`src/rtl/line_buffer_ctrl_if.sv`:
```
// Bus between the 5x5 line-buffer controller, the pixel source, the six
// line buffers and the window consumer.
//
// Handshake: a window moves downstream in every cycle where o_window_valid
// and i_window_ready are both high at the rising clock edge. While valid is
// high and ready is low, o_window holds its value and no read pointer moves.
// Pixels have no back-pressure: i_pixel_valid is a one-cycle strobe.
// Overflow is reported on o_overflow, and o_intr signals that a row buffer has
// been freed.
interface line_buffer_ctrl_if #(
  parameter int PIX_W = 8,
  parameter int IMG_W = 32
);
  localparam int COL_W  = $clog2(IMG_W);
  localparam int FILL_W = $clog2(6 * IMG_W + 1);

  logic [PIX_W-1:0]    i_pixel_data;
  logic                i_pixel_valid;
  logic [PIX_W-1:0]    o_lb_data;
  logic [5:0]          o_lb_wr_en;
  logic [5:0]          o_lb_rd_en;
  logic [30*PIX_W-1:0] i_lb_rd_data;
  logic [25*PIX_W-1:0] o_window;
  logic                o_window_valid;
  logic                i_window_ready;
  logic                o_intr;
  logic                o_overflow;
  // Debug view of internal state.
  logic                o_dbg_state;
  logic [FILL_W-1:0]   o_dbg_fill_cnt;
  logic [2:0]          o_dbg_wr_buf;
  logic [COL_W-1:0]    o_dbg_wr_col;
  logic [2:0]          o_dbg_rd_buf;
  logic [COL_W-1:0]    o_dbg_rd_col;

  modport slave (
    input  i_pixel_data, i_pixel_valid, i_lb_rd_data, i_window_ready,
    output o_lb_data, o_lb_wr_en, o_lb_rd_en, o_window, o_window_valid,
    output o_intr, o_overflow,
    output o_dbg_state, o_dbg_fill_cnt, o_dbg_wr_buf, o_dbg_wr_col,
    output o_dbg_rd_buf, o_dbg_rd_col
  );

  modport master (
    output i_pixel_data, i_pixel_valid, i_lb_rd_data, i_window_ready,
    input  o_lb_data, o_lb_wr_en, o_lb_rd_en, o_window, o_window_valid,
    input  o_intr, o_overflow,
    input  o_dbg_state, o_dbg_fill_cnt, o_dbg_wr_buf, o_dbg_wr_col,
    input  o_dbg_rd_buf, o_dbg_rd_col
  );
endinterface

```
`src/rtl/line_buffer_ctrl.sv`:
```
// Sequences six line buffers for a 5x5 convolution window. Rows are written
// round-robin. Once five rows are resident, those rows are read in lock-step.
// The last four columns of each row are flush strobes that return the buffer
// read pointers to zero.
module line_buffer_ctrl #(
  parameter int IMG_W = 32,
  parameter int PIX_W = 8
) (
  input logic            i_clk,
  input logic            i_rst,
  line_buffer_ctrl_if.slave bus
);
  localparam int NBUF   = 6;
  localparam int K      = 5;
  localparam int ROW_W  = K * PIX_W;
  localparam int COL_W  = $clog2(IMG_W);
  localparam int FILL_W = $clog2(NBUF * IMG_W + 1);

  localparam logic [FILL_W-1:0] FILL_FULL = FILL_W'(NBUF * IMG_W);
  localparam logic [FILL_W-1:0] FILL_READ = FILL_W'(K * IMG_W);
  localparam logic [FILL_W-1:0] FILL_ROW  = FILL_W'(IMG_W);
  localparam logic [COL_W-1:0]  COL_LAST  = COL_W'(IMG_W - 1);
  localparam logic [COL_W-1:0]  COL_FLUSH = COL_W'(IMG_W - 4);

  typedef enum logic [0:0] {S_IDLE = 1'b0, S_READ = 1'b1} state_t;

  state_t             state_q, state_d;
  logic [FILL_W-1:0]  fill_cnt_q, fill_cnt_d;
  logic [2:0]         wr_buf_q, wr_buf_d, rd_buf_q, rd_buf_d;
  logic [COL_W-1:0]   wr_col_q, wr_col_d, rd_col_q, rd_col_d;
  logic               intr_q, ovf_q;

  logic               full, wr_acc, adv, row_done, win_valid;
  logic [5:0]         wr_en, rd_en, active_mask;
  logic [25*PIX_W-1:0] window;
  logic [2:0]         idx;

  // Modulo-6 buffer index addition.
  function automatic logic [2:0] buf_add(input logic [2:0] b, input logic [2:0] k);
    logic [3:0] s;
    s = {1'b0, b} + {1'b0, k};
    if (s >= 4'd6) s = s - 4'd6;
    return s[2:0];
  endfunction

  // Write side: a one-hot enable and round-robin column and buffer pointers.
  // While reset is asserted, the enable is held low.
  always_comb begin
    full     = (fill_cnt_q == FILL_FULL);
    wr_acc   = bus.i_pixel_valid && !full && !i_rst;
    wr_en    = wr_acc ? (6'b000001 << wr_buf_q) : 6'b000000;
    wr_col_d = wr_col_q;
    wr_buf_d = wr_buf_q;
    if (wr_acc) begin
      if (wr_col_q == COL_LAST) begin
        wr_col_d = '0;
        wr_buf_d = buf_add(wr_buf_q, 3'd1);
      end else begin
        wr_col_d = wr_col_q + COL_W'(1);
      end
    end
  end

  // Read FSM: in IDLE, wait for five resident rows. In READ, walk one row.
  // The flush columns advance regardless of ready.
  always_comb begin
    state_d     = state_q;
    rd_col_d    = rd_col_q;
    rd_buf_d    = rd_buf_q;
    adv         = 1'b0;
    row_done    = 1'b0;
    win_valid   = 1'b0;
    rd_en       = 6'b000000;
    active_mask = ~(6'b000001 << buf_add(rd_buf_q, 3'd5)) & 6'b111111;
    case (state_q)
      S_IDLE: begin
        if (fill_cnt_q >= FILL_READ) state_d = S_READ;
      end
      S_READ: begin
        win_valid = (rd_col_q < COL_FLUSH);
        adv       = !win_valid || bus.i_window_ready;
        if (adv) begin
          rd_en = active_mask;
          if (rd_col_q == COL_LAST) begin
            row_done = 1'b1;
            rd_col_d = '0;
            rd_buf_d = buf_add(rd_buf_q, 3'd1);
            state_d  = S_IDLE;
          end else begin
            rd_col_d = rd_col_q + COL_W'(1);
          end
        end
      end
      default: state_d = S_IDLE;
    endcase
    fill_cnt_d = fill_cnt_q + FILL_W'(wr_acc) - (row_done ? FILL_ROW : FILL_W'(0));
  end

  // Window assembly: the oldest active row goes in the top slice. The window is zero when not valid.
  always_comb begin
    window = '0;
    idx    = '0;
    if (win_valid) begin
      for (int k = 0; k < K; k++) begin
        idx = buf_add(rd_buf_q, 3'(k));
        window[(K-1-k)*ROW_W +: ROW_W] = bus.i_lb_rd_data[int'(idx)*ROW_W +: ROW_W];
      end
    end
  end

  // State, pointers, fill count and registered event pulses.
  always_ff @(posedge i_clk or posedge i_rst) begin
    if (i_rst) begin
      state_q    <= S_IDLE;
      fill_cnt_q <= '0;
      wr_buf_q   <= '0;
      wr_col_q   <= '0;
      rd_buf_q   <= '0;
      rd_col_q   <= '0;
      intr_q     <= 1'b0;
      ovf_q      <= 1'b0;
    end else begin
      state_q    <= state_d;
      fill_cnt_q <= fill_cnt_d;
      wr_buf_q   <= wr_buf_d;
      wr_col_q   <= wr_col_d;
      rd_buf_q   <= rd_buf_d;
      rd_col_q   <= rd_col_d;
      intr_q     <= row_done;
      ovf_q      <= bus.i_pixel_valid && full;
    end
  end

  assign bus.o_lb_data      = bus.i_pixel_data;
  assign bus.o_lb_wr_en     = wr_en;
  assign bus.o_lb_rd_en     = rd_en;
  assign bus.o_window       = window;
  assign bus.o_window_valid = win_valid;
  assign bus.o_intr         = intr_q;
  assign bus.o_overflow     = ovf_q;
  assign bus.o_dbg_state    = (state_q == S_READ);
  assign bus.o_dbg_fill_cnt = fill_cnt_q;
  assign bus.o_dbg_wr_buf   = wr_buf_q;
  assign bus.o_dbg_wr_col   = wr_col_q;
  assign bus.o_dbg_rd_buf   = rd_buf_q;
  assign bus.o_dbg_rd_col   = rd_col_q;
endmodule

```
`src/flat_wrapper.sv`:
```
// flat-port wrapper written by rule: the top's interface ports become plain ports
module line_buffer_ctrl_flat 
#(
  parameter int IMG_W = 32,
  parameter int PIX_W = 8
)
  (i_clk, i_rst, bus_i_pixel_data, bus_i_pixel_valid, bus_i_lb_rd_data, bus_i_window_ready, bus_o_lb_data, bus_o_lb_wr_en, bus_o_lb_rd_en, bus_o_window, bus_o_window_valid, bus_o_intr, bus_o_overflow, bus_o_dbg_state, bus_o_dbg_fill_cnt, bus_o_dbg_wr_buf, bus_o_dbg_wr_col, bus_o_dbg_rd_buf, bus_o_dbg_rd_col);
  line_buffer_ctrl_if #(.PIX_W(PIX_W), .IMG_W(IMG_W)) bus_i ();
  input logic i_clk;
  input logic i_rst;
  input wire logic [$bits(bus_i.i_pixel_data)-1:0] bus_i_pixel_data;
  input wire logic [$bits(bus_i.i_pixel_valid)-1:0] bus_i_pixel_valid;
  input wire logic [$bits(bus_i.i_lb_rd_data)-1:0] bus_i_lb_rd_data;
  input wire logic [$bits(bus_i.i_window_ready)-1:0] bus_i_window_ready;
  output wire logic [$bits(bus_i.o_lb_data)-1:0] bus_o_lb_data;
  output wire logic [$bits(bus_i.o_lb_wr_en)-1:0] bus_o_lb_wr_en;
  output wire logic [$bits(bus_i.o_lb_rd_en)-1:0] bus_o_lb_rd_en;
  output wire logic [$bits(bus_i.o_window)-1:0] bus_o_window;
  output wire logic [$bits(bus_i.o_window_valid)-1:0] bus_o_window_valid;
  output wire logic [$bits(bus_i.o_intr)-1:0] bus_o_intr;
  output wire logic [$bits(bus_i.o_overflow)-1:0] bus_o_overflow;
  output wire logic [$bits(bus_i.o_dbg_state)-1:0] bus_o_dbg_state;
  output wire logic [$bits(bus_i.o_dbg_fill_cnt)-1:0] bus_o_dbg_fill_cnt;
  output wire logic [$bits(bus_i.o_dbg_wr_buf)-1:0] bus_o_dbg_wr_buf;
  output wire logic [$bits(bus_i.o_dbg_wr_col)-1:0] bus_o_dbg_wr_col;
  output wire logic [$bits(bus_i.o_dbg_rd_buf)-1:0] bus_o_dbg_rd_buf;
  output wire logic [$bits(bus_i.o_dbg_rd_col)-1:0] bus_o_dbg_rd_col;
  assign bus_i.i_pixel_data = bus_i_pixel_data;
  assign bus_i.i_pixel_valid = bus_i_pixel_valid;
  assign bus_i.i_lb_rd_data = bus_i_lb_rd_data;
  assign bus_i.i_window_ready = bus_i_window_ready;
  assign bus_o_lb_data = bus_i.o_lb_data;
  assign bus_o_lb_wr_en = bus_i.o_lb_wr_en;
  assign bus_o_lb_rd_en = bus_i.o_lb_rd_en;
  assign bus_o_window = bus_i.o_window;
  assign bus_o_window_valid = bus_i.o_window_valid;
  assign bus_o_intr = bus_i.o_intr;
  assign bus_o_overflow = bus_i.o_overflow;
  assign bus_o_dbg_state = bus_i.o_dbg_state;
  assign bus_o_dbg_fill_cnt = bus_i.o_dbg_fill_cnt;
  assign bus_o_dbg_wr_buf = bus_i.o_dbg_wr_buf;
  assign bus_o_dbg_wr_col = bus_i.o_dbg_wr_col;
  assign bus_o_dbg_rd_buf = bus_i.o_dbg_rd_buf;
  assign bus_o_dbg_rd_col = bus_i.o_dbg_rd_col;
  line_buffer_ctrl #(.IMG_W(IMG_W), .PIX_W(PIX_W)) u_core (.i_clk(i_clk), .i_rst(i_rst), .bus(bus_i));
endmodule
```
`config.mk`:
```
export PLATFORM = sky130hd
export DESIGN_NAME = line_buffer_ctrl_flat
export DESIGN_NICKNAME = d
export VERILOG_FILES = /design/src/rtl/line_buffer_ctrl_if.sv /design/src/rtl/line_buffer_ctrl.sv /design/src/flat_wrapper.sv
export SDC_FILE = /design/constraint.sdc
export NUM_CORES = 1
export LEC_CHECK = 0
export ABC_AREA = 1
export BUFFER_PORTS_ARGS = -buffer_cell sky130_fd_sc_hd__buf_4
export CORE_AREA = 3 3 195 197
export DETAILED_ROUTE_END_ITERATION = 7
export DIE_AREA = 0 0 198 200
export GPL_TIMING_DRIVEN = 0
export PLACE_DENSITY = 0.6
export SETUP_SLACK_MARGIN = 0.4
export SYNTH_ARGS = -nofsm -noshare
export SYNTH_HDL_FRONTEND = slang
export SYNTH_SLANG_ARGS = --single-unit
```
`constraint.sdc`:
```
create_clock -name i_clk -period 2.2 [get_ports i_clk]
set_clock_uncertainty 0.05 [all_clocks]
set_input_delay 0.22 -clock i_clk [delete_from_list [all_inputs] [get_ports i_clk]]
set_output_delay 0.22 -clock i_clk [all_outputs]
set_load 0.02 [all_outputs]
```
After elaboration in Yosys (flattened, before gate mapping) --
Cells that the tools add are included.
Storage, ports and cells: word-level logic and storage cells 88, register bits 27, input port bits 252, output and inout port bits 248
Cells by class: reduce and logical (&&, ||, !) cells 10, bitwise logic cells 2, $lt $le $gt $ge 9, shift-type cells 7, eq/ne operators 3, multiply operators 5, mux-type cells 27, add/subtract/negate cells 17
Operator list (number):
- $shiftx 240x32->40 | 5
- $mux 200 | 1
- $mux 3 | 12
- $mul 3x3->6 const B | 5
- $ge 4x3->1 const B | 6
- $mux 6 | 4
- $sub 3x3->3 const B | 7
- $shl 1x3->6 const A | 2
- $add 5x1->5 const B | 2
- $eq 5x5->1 const B | 2
- $mux 5 | 2
- $add 3x1->4 const B | 2
- $add 3x2->4 const B | 2
- $add 3x3->4 const B | 2
- $add 8x1->8 | 1
- $eq 8x8->1 const B | 1
- $ge 8x8->1 const B | 1
- $sub 8x8->8 | 1
- $mux 1 | 7
- $not 6->6 | 1
- $lt 5x5->1 const B | 1
- $reduce_and 2->1 | 2
- $ge 3x3->1 const B | 1
- $logic_and 1x1->1 | 3
- other kinds (5) | 7

Longest topological paths before layout --
Gate-level depths: netlist of run 1.
depth in word-level cells 7, mapped depth 15, gate-level depth less buffers 14

Worst setup path before layout of run 1 --
Ideal clock, no wire load.
path type reg2out, start point reg u_core.rd_buf_q[0], in the netlist u_core.bus.o_dbg_rd_buf[0], end point out bus_o_window[69], stages on the path, launching flop included 16, path slack -0.593 ns, data arrival time 2.523 ns, path buffers 5, cell sequence dfrtp_1 > buf_4 > inv_2 > buf_2 > ha_1 > buf_2 > nand2_1 > nand3_2 > nand2_1 > nand2_2 > nand2_1 > buf_4 > buf_6 > nor2_1 > nor2_1 > nor2_1
Between the ends: word-level cells in the longest chain between the ends 7, elaborated cells on any way between the ends 8, those cells by class add/sub: 2; mul: 1; order compare: 1; shift: 1; mux: 3
Ends and longest elaborated chain:
- start, declared | RTL line line_buffer_ctrl.sv:29 | logic [2:0] wr_buf_q, wr_buf_d, rd_buf_q, rd_buf_d;
- start signal, assigned | RTL line line_buffer_ctrl.sv:127 | rd_buf_q <= rd_buf_d;
- $add 3x2->4 (*) | RTL line line_buffer_ctrl.sv:41 | s = {1'b0, b} + {1'b0, k};
- $ge 4x3->1 / $sub 3x3->3 (equally long branches) | RTL line line_buffer_ctrl.sv:42 | if (s >= 4'd6) s = s - 4'd6;
- $mux 3 (*) | RTL line line_buffer_ctrl.sv:42
- $mux 3 (*) | RTL line line_buffer_ctrl.sv:103 | if (win_valid) begin
- $mul 3x3->6 (*) | RTL line line_buffer_ctrl.sv:106 | window[(K-1-k)*ROW_W +: ROW_W] = bus.i_lb_rd_data[int'(idx)*ROW_W +: ROW_W];
- $shiftx 240x32->40 (*) | RTL line line_buffer_ctrl.sv:106
- $mux 200 (*) | RTL line line_buffer_ctrl.sv:103
- end, declared | RTL line flat_wrapper.sv:18 | output wire logic [$bits(bus_i.o_window)-1:0] bus_o_window;
Mark *: on every way between the ends. The rest lies on a longest branch, timed or not. The select of a mux whose other input is x is not followed.

Final worst setup path of run 1 --
start point reg u_core.rd_buf_q[0], in the netlist u_core.bus.o_dbg_rd_buf[0], end point out bus_o_window[46]
Same word-level chain as after synthesis.

==> metrics.txt, run 1 <==
total CTS buffers 3; CP cell instances buf_12 > inv_16 > buf_4 > clkbuf_1 > o21ai_0 > nand3_1 > nand2_1 > nand2_1 > nor2_4 > buf_6; Root Buffer clkbuf_16; Final Wtd Congestion approximately 1; CP max-delay cell clkbuf_1; Critical Path Start Type register; cell with the most instances after synthesis nand2_1; Post-synth EDFFs 0; largest net degree at the start of global routing 29; R2R Setup Slk -150 ps; GRT Resource Usage Total 0.364; Crit. Startpoint u_core.bus.o_dbg_rd_buf[0]; most frequent CP cell nand2_1; unique cell type count in the Yosys netlist 31; CP Class register to primary output; Syn Inst Count approximately 2.3k; vias per std cell roughly 5.7; ranking of synthesized cells by area nand2_1 (28%), nand3_1 (17%), o21ai_0 (12%); Final Hold Viols 15; final WL 80500 um; area grow syn2layout 114%; crit path capture type primary output; Post-synth top flop dfrtp_1; RSZ-0062 raised after global routing true; syn avg cell area between 4 and 5 um^2; total number of vias about 19k; slowest cell delay on critical path about 590 ps; pre-CTS setup slack -802 ps; sequential area share after synthesis 0.0625; Synth Net Count 2592; failing checks hold timing, setup timing; vias in the first global route roughly 18k; H-Tree Level Count 1; DRT Pass-1 Iters 5; WP data arrival ~2600 ps; asr flop ratio synth 1.00; DRT iter0 DRCs roughly 1.8k; crit-path max FO 10; final core occ 0.635; drt drc 0; path depth of the worst reg2reg path 14; Seq cells post-synth 27; Synth area leader nand2_1; antenna cell count 0; fin crit share 1.32; PD cells approximately 2100 nW/um^2; max-cap violation count 0; FF-to-FF End u_core.bus.o_dbg_fill_cnt[7]; worst-margin pin slew 1150 ps; Std-Cell Core Area 36400 um^2; final setup fails between 200 and 250; Die Ht ~200 um; setup tns final -99240 ps; Max Clk Rate 0.344 GHz; drt wl/cell about 24 um; VDD IR max between 0.001 and 0.0015 V; antenna-violating nets left 0; clock slew at reported path FFs about 70 ps; post-DP HPWL just under 60000 um; Slew HR 0.232; fin nets about 3.2k; R2R Path Start u_core.bus.o_dbg_rd_col[1]; outcome finished, violations left; CTS tree built; Tmin final ~2900 ps; latest clock arrival within the worst-skew pair about 260 ps; die width just under 200 um; global-route wire length before repair roughly 110000 um; initial antenna violation count 1; PortBufs 491; max-slew violation count 0; clock sink total 27; YS warnings 0; Initial Utilization 0.297; worst path required time about 1900 ps; GRT overflow 0; fraction of layout cells with a size suffix above 1 0.532; CP Capture Point bus_o_window[46]; Post-synth top cells nand2_1 (818), nand3_1 (370), nor2_1 (258); clk buf depth 2; num ports 500; worst min path class input pin to async pin; full die area between 30000 and 40000 um^2; Tot Pwr ~48 mW; Leak Pwr between 10 and 15 nW; post-synth top area share 0.284; Setup WS post-layout -705 ps; Fin Hold WS -13.4 ps; Rows 70; Post-Syn Area roughly 11000 um^2
## power breakdown
| part | switching, mW | total, mW | internal, mW |
|---|---|---|---|
| combinational | 27.5 | 46.8 | 19.3 |
| sequential | 0.277 | 1.01 | 0.729 |
| clock | 0.174 | 0.419 | 0.245 |
## sequential cells by signal (all words and copies together) (netlist names)
| signal | count |
|---|---|
| u_core.bus.o_dbg_rd_buf | 3 |
| u_core.bus.o_dbg_rd_col | 5 |
| u_core.bus.o_dbg_fill_cnt | 8 |
| u_core.bus.o_overflow | 1 |
| u_core.bus.o_intr | 1 |
| u_core.bus.o_dbg_wr_col | 5 |
| u_core.bus.o_dbg_state | 1 |
| u_core.bus.o_dbg_wr_buf | 3 |
## how the worst min path moves through the flow
stage	startpoint	end	slack [ps]	cells after the start
after CTS	i_rst	u_core.bus.o_dbg_rd_col[4]	3	2
after detailed placement	i_rst	u_core.bus.o_dbg_rd_col[4]	290	2
after global routing	i_rst	u_core.bus.o_dbg_wr_buf[1]	30	2
after global placement	i_rst	u_core.bus.o_dbg_rd_col[4]	280	2
after floorplan	i_rst	u_core.bus.o_dbg_fill_cnt[0]	70	1
final	i_rst	u_core.bus.o_dbg_rd_col[4]	-10	2
## critical path: cells and delay by family (launching register included)
family	cells	cell delay [ps]
AOI/OAI and AO/OA	1	380
buffers and inverters	5	1100
DFF	1	460
and+or+nand+nor	4	410
## cell usage in the layout, fill, tap and decap left out, types with 15 or more instances in the layout
master     count
o21ai_4       24
o21ai_1       29
inv_1        158
clkbuf_16     21
nand2_4       51
nor2_2        74
buf_6        182
clkbuf_4      24
o21ai_2       41
nor2_1        81
nand2_1      638
ha_1          21
clkbuf_1      16
nand3_4       66
dfrtp_1       17
nand2_2      129
buf_12        49
nor2_4       103
clkbuf_2      15
buf_4        410
nand3_1      194
a21oi_4      124
buf_8         18
o21ai_0      161
nand3_2      112
## stage by stage
step	instances	cell area, um^2
after floorplan	2308	14600
after global placement	3267	18900
after detailed placement	3267	18900
after CTS	3295	20200
after global routing	3340	23200
final	3340	23200
## area by class of cell
| type | count | area [um^2] |
|---|---|---|
| fill | 3330 | 13300 |
| clock buffer | 3 | 75.1 |
| sequential | 27 | 688 |
| buffer | 200 | 2200 |
| tap | 468 | 586 |
| inverter | 179 | 779 |
| clock inverter | 1 | 5.00 |
| timing repair buffer | 559 | 5210 |
| multi-input combinational | 1903 | 13600 |
## metal layers
layer	vias up	track usage	share of wire
met3	284	0.0576	0.092
met1	9063	0.457	0.38
met4	2	0.160	0.053
met2	1209	0.620	0.48
li1	8542	-	-
met5	-	0	0.00016
## timing repair
item,4_1_cts,5_1_grt
gates cloned,4,16
endpoints found under the setup margin,220,230
hold buffers,0,0
pin swaps,53,209
buffers inserted,20,29
gates resized for setup,295,736
endpoints found under the hold margin,0,0
## cells by family after synthesis
family / after synthesis / synth area share
AO/OA/AOI/OAI: 395 / 0.185
XOR/XNOR: 12 / 0.0104
adder cells (fa/ha/maj): 32 / 0.0370
buffers and inverters: 379 / 0.150
flip-flops: 27 / 0.0625
AND/OR/NAND/NOR: 1463 / 0.555
Note: power is estimated with default switching activity, not from simulation.
==> run 2, diff against run 1 <==
- PLACE_DENSITY: 0.6 -> 0.58
- SETUP_SLACK_MARGIN: 0.4 -> default
- clock period: 2.2 -> 2.9 ns (I/O delays scaled with it)
==> run 2 against run 1 <==
  * The flow finishes with violations (setup timing)
  * First-iteration DRC count is 18% higher
  * Sequential power down 28%
  * Global-route usage grew 2.0 points
  * Via count is 2.1% lower
  * Flip-flop and latch count did not move
  * Register-to-register slack improved by 360 ps
  * Critical path type unchanged
  * Largest power group unchanged
==> metrics.txt, run 2 (synthesis gave the netlist of run 1 again) <==
outcome finished, violations left; failing checks setup timing; PD cells 1680 nW/um^2 (-19%); final WL 81300 um (+1.0%); crit path capture type primary output; Pint 10.6 mW (-48%); FILL cells 4042 (+21%); PortBufs 491 (unchanged); Crit. Startpoint u_core.bus.o_dbg_rd_buf[0]; CP Class register to primary output; VDD IR max 0.000766 V (-45%); DRT Pass-1 Iters 6 (+1); commonest non-fill, non-tap cells in the layout nand2_1 (790), buf_4 (516), nand3_1 (369); max reg flops 8 (unchanged); Std-Cell Core Area 36400 um^2 (unchanged); delay-heaviest family, CP buffers and inverters; drt wl/cell 24.6 um (+1.9%); H-Tree Level Count 1 (unchanged); Cell Area, Placed 15100 um^2 (-20%); worst-margin pin slew 1140 ps (-12.7 ps); largest net degree at the start of global routing 29 (unchanged); Reg power frac 0.026 (+0.005); CTS tree built; post-DP HPWL 63500 um (+8.1%); R2R Setup Slk 210 ps (+360 ps); crit-path max FO 7 (-3); CP cell instances buf_12 > inv_12 > buf_12 > ha_4 > clkinvlp_4 > nand3_4 > nand2_4 > buf_8 > buf_12 > buf_12 > nor2_4 > nor2_2 > nor2_2 > buf_6; antenna cell count 0 (unchanged); CP Depth 14 (+4); GRT Resource Usage Total 0.384 (+0.0202); R2R Path Start u_core.bus.o_dbg_rd_col[0]; Max Clk Rate between 0.3 and 0.4 GHz; Root Buffer clkbuf_16; Critical Path Start Type register; Leak Pwr 9.19 nW (-16%); WP data arrival 2590 ps (-50 ps); clock slew at reported path FFs 80 ps (about the same); die width 198 um (unchanged); num ports 500 (unchanged); most frequent CP cell buf_12; Initial Utilization 0.297 (unchanged); FF-to-FF End u_core.bus.o_dbg_fill_cnt[6]; DRT iter0 DRCs 2119 (+18%); clk buf depth 2 (unchanged); initial antenna violation count 4 (+3); latest clock arrival within the worst-skew pair 280 ps (+20 ps); area of the multi-input gates 9330 um^2 (-31%); slowest cell delay on critical path 400 ps (-190 ps); area grow syn2layout 57.5%; most common cell after layout, fill and taps aside nand2_1; Tmin final just under 3000 ps; worst min path class input pin to register; RSZ-0062 raised after global routing true; fin crit share 1.01; path depth of the worst reg2reg path 12 (-2); fin nets 3127 (-0.95%); vias per std cell 5.65 (-1.3%); Setup WS post-layout -26.6 ps (+679 ps); full die area 39600 um^2 (unchanged); CP bufs+invs 8 (+3); clock network power share 0.012 (+0.003); max-cap violation count 0 (unchanged); worst path required time 2560 ps (+630 ps); Slew HR 0.239 (+0.00762); Final Hold Viols 0 (-15); final core occ 0.467 (-0.168); switching part of the total 0.628 (+0.0493); Finished Cell Area 17000 um^2 (-26%); final std cells w/o fill 3310 (-0.90%); Final Wtd Congestion 0.996 (+1.3%); CP max-delay cell dfrtp_2; Placed Instances 3267 (unchanged); antenna-violating nets left 0 (unchanged); switching pwr 18.0 mW (-36%); combinational share of power 0.962 (-0.008); CP Capture Point bus_o_window[43]; global-route wire length before repair 115000 um (+4.4%); clock sink total 27 (unchanged); Die Ht 200 um (unchanged); register area 679 um^2 (-1.3%); Rows 70 (unchanged); GRT overflow 0 (unchanged); vias in the first global route 17.6k (-2.3%); fraction of layout cells with a size suffix above 1 0.318 (-0.215); drt drc 0 (unchanged); total CTS buffers 3 (unchanged); final setup fails 6 (-97%); total number of vias 18.7k (-2.1%); max-slew violation count 0 (unchanged)
run 2: changes by cell type in the layout (fill, tap and decap cells not counted), moves of 76 or more:
cell     delta
buf_6     -116
nand2_1   +152
o21ai_0    +76
nand2_2   -103
buf_4     +106
nand3_2   -111
nand3_1   +175
a21oi_4   -120
a21oi_1   +101
run 2: power groups by stage:
stage               Combinational, mW  Clock (mW)  Sequential (mW)
finish                           27.5       0.348            0.730
global route                     28.9       0.360            0.755
CTS                              25.5       0.355            0.734
detailed placement               23.3           0            0.740
global placement                 23.2           0            0.744
floorplan                        12.9           0            0.880
run 2: routing by layer:
| metal | routed length (um) | global-route usage | vias up |
|---|---|---|---|
| li1 | - | - | 8441 |
| met1 | 32000 | 0.490 | 8719 |
| met2 | 36200 | 0.616 | 1263 |
| met3 | 8210 | 0.0772 | 262 |
| met4 | 4880 | 0.202 | 6 |
| met5 | 38 | 0 | - |
run 2: per-stage QoR:
| stage | hold slack, ps | setup TNS [ps] | power [mW] | worst slack, ps |
|---|---|---|---|---|
| final | 182 | -77.3 | 28.6 | -26.6 |
| after floorplan | 301 | 0 | 13.8 | 36.5 |
| after detailed placement | 465 | -101840 | 24.1 | -840 |
| after CTS | 178 | -113 | 26.6 | -33.0 |
| after global routing | 211 | -1840 | 30.0 | -89.3 |
| after global placement | 453 | -93050 | 23.9 | -772 |
run 2: worst min-delay path, cell delays in order:
cell and delay, ps:
buf_4 110, inv_1 40, nor2_1 40
run 2: repair_timing:
action                     in CTS  in global routing
resized for setup             265                274
buffers inserted               36                 11
pin swaps                      34                 52
cloned                          1                  1
setup endpoints to repair     208                201
hold buffers                    0                  0
run 2: worst min path at each step:
stage | slack [ps] | start | end | cells after the start
3_3_place_gp | 450 | u_core.bus.o_dbg_wr_col[4] | u_core.bus.o_dbg_wr_col[4] | 2
4_1_cts | 180 | bus_i_pixel_valid | u_core.bus.o_overflow | 3
5_1_grt | 210 | bus_i_pixel_valid | u_core.bus.o_overflow | 3
3_5_place_dp | 460 | u_core.bus.o_dbg_wr_col[4] | u_core.bus.o_dbg_wr_col[4] | 2
2_1_floorplan | 300 | i_rst | u_core.bus.o_dbg_fill_cnt[0] | 1
6_report | 180 | bus_i_pixel_valid | u_core.bus.o_overflow | 3
run 2: area by class of cell:
| cell class | count | share of cell area |
|---|---|---|
| clock buffers | 3 | 0.00441 |
| inverters | 179 | 0.0413 |
| plain buffers | 190 | 0.0767 |
| multi-input cells | 1902 | 0.548 |
| well taps | 468 | 0.0344 |
| flip-flops and latches | 27 | 0.0399 |
| clock inverters | 1 | 0.000441 |
| repair buffers | 540 | 0.255 |
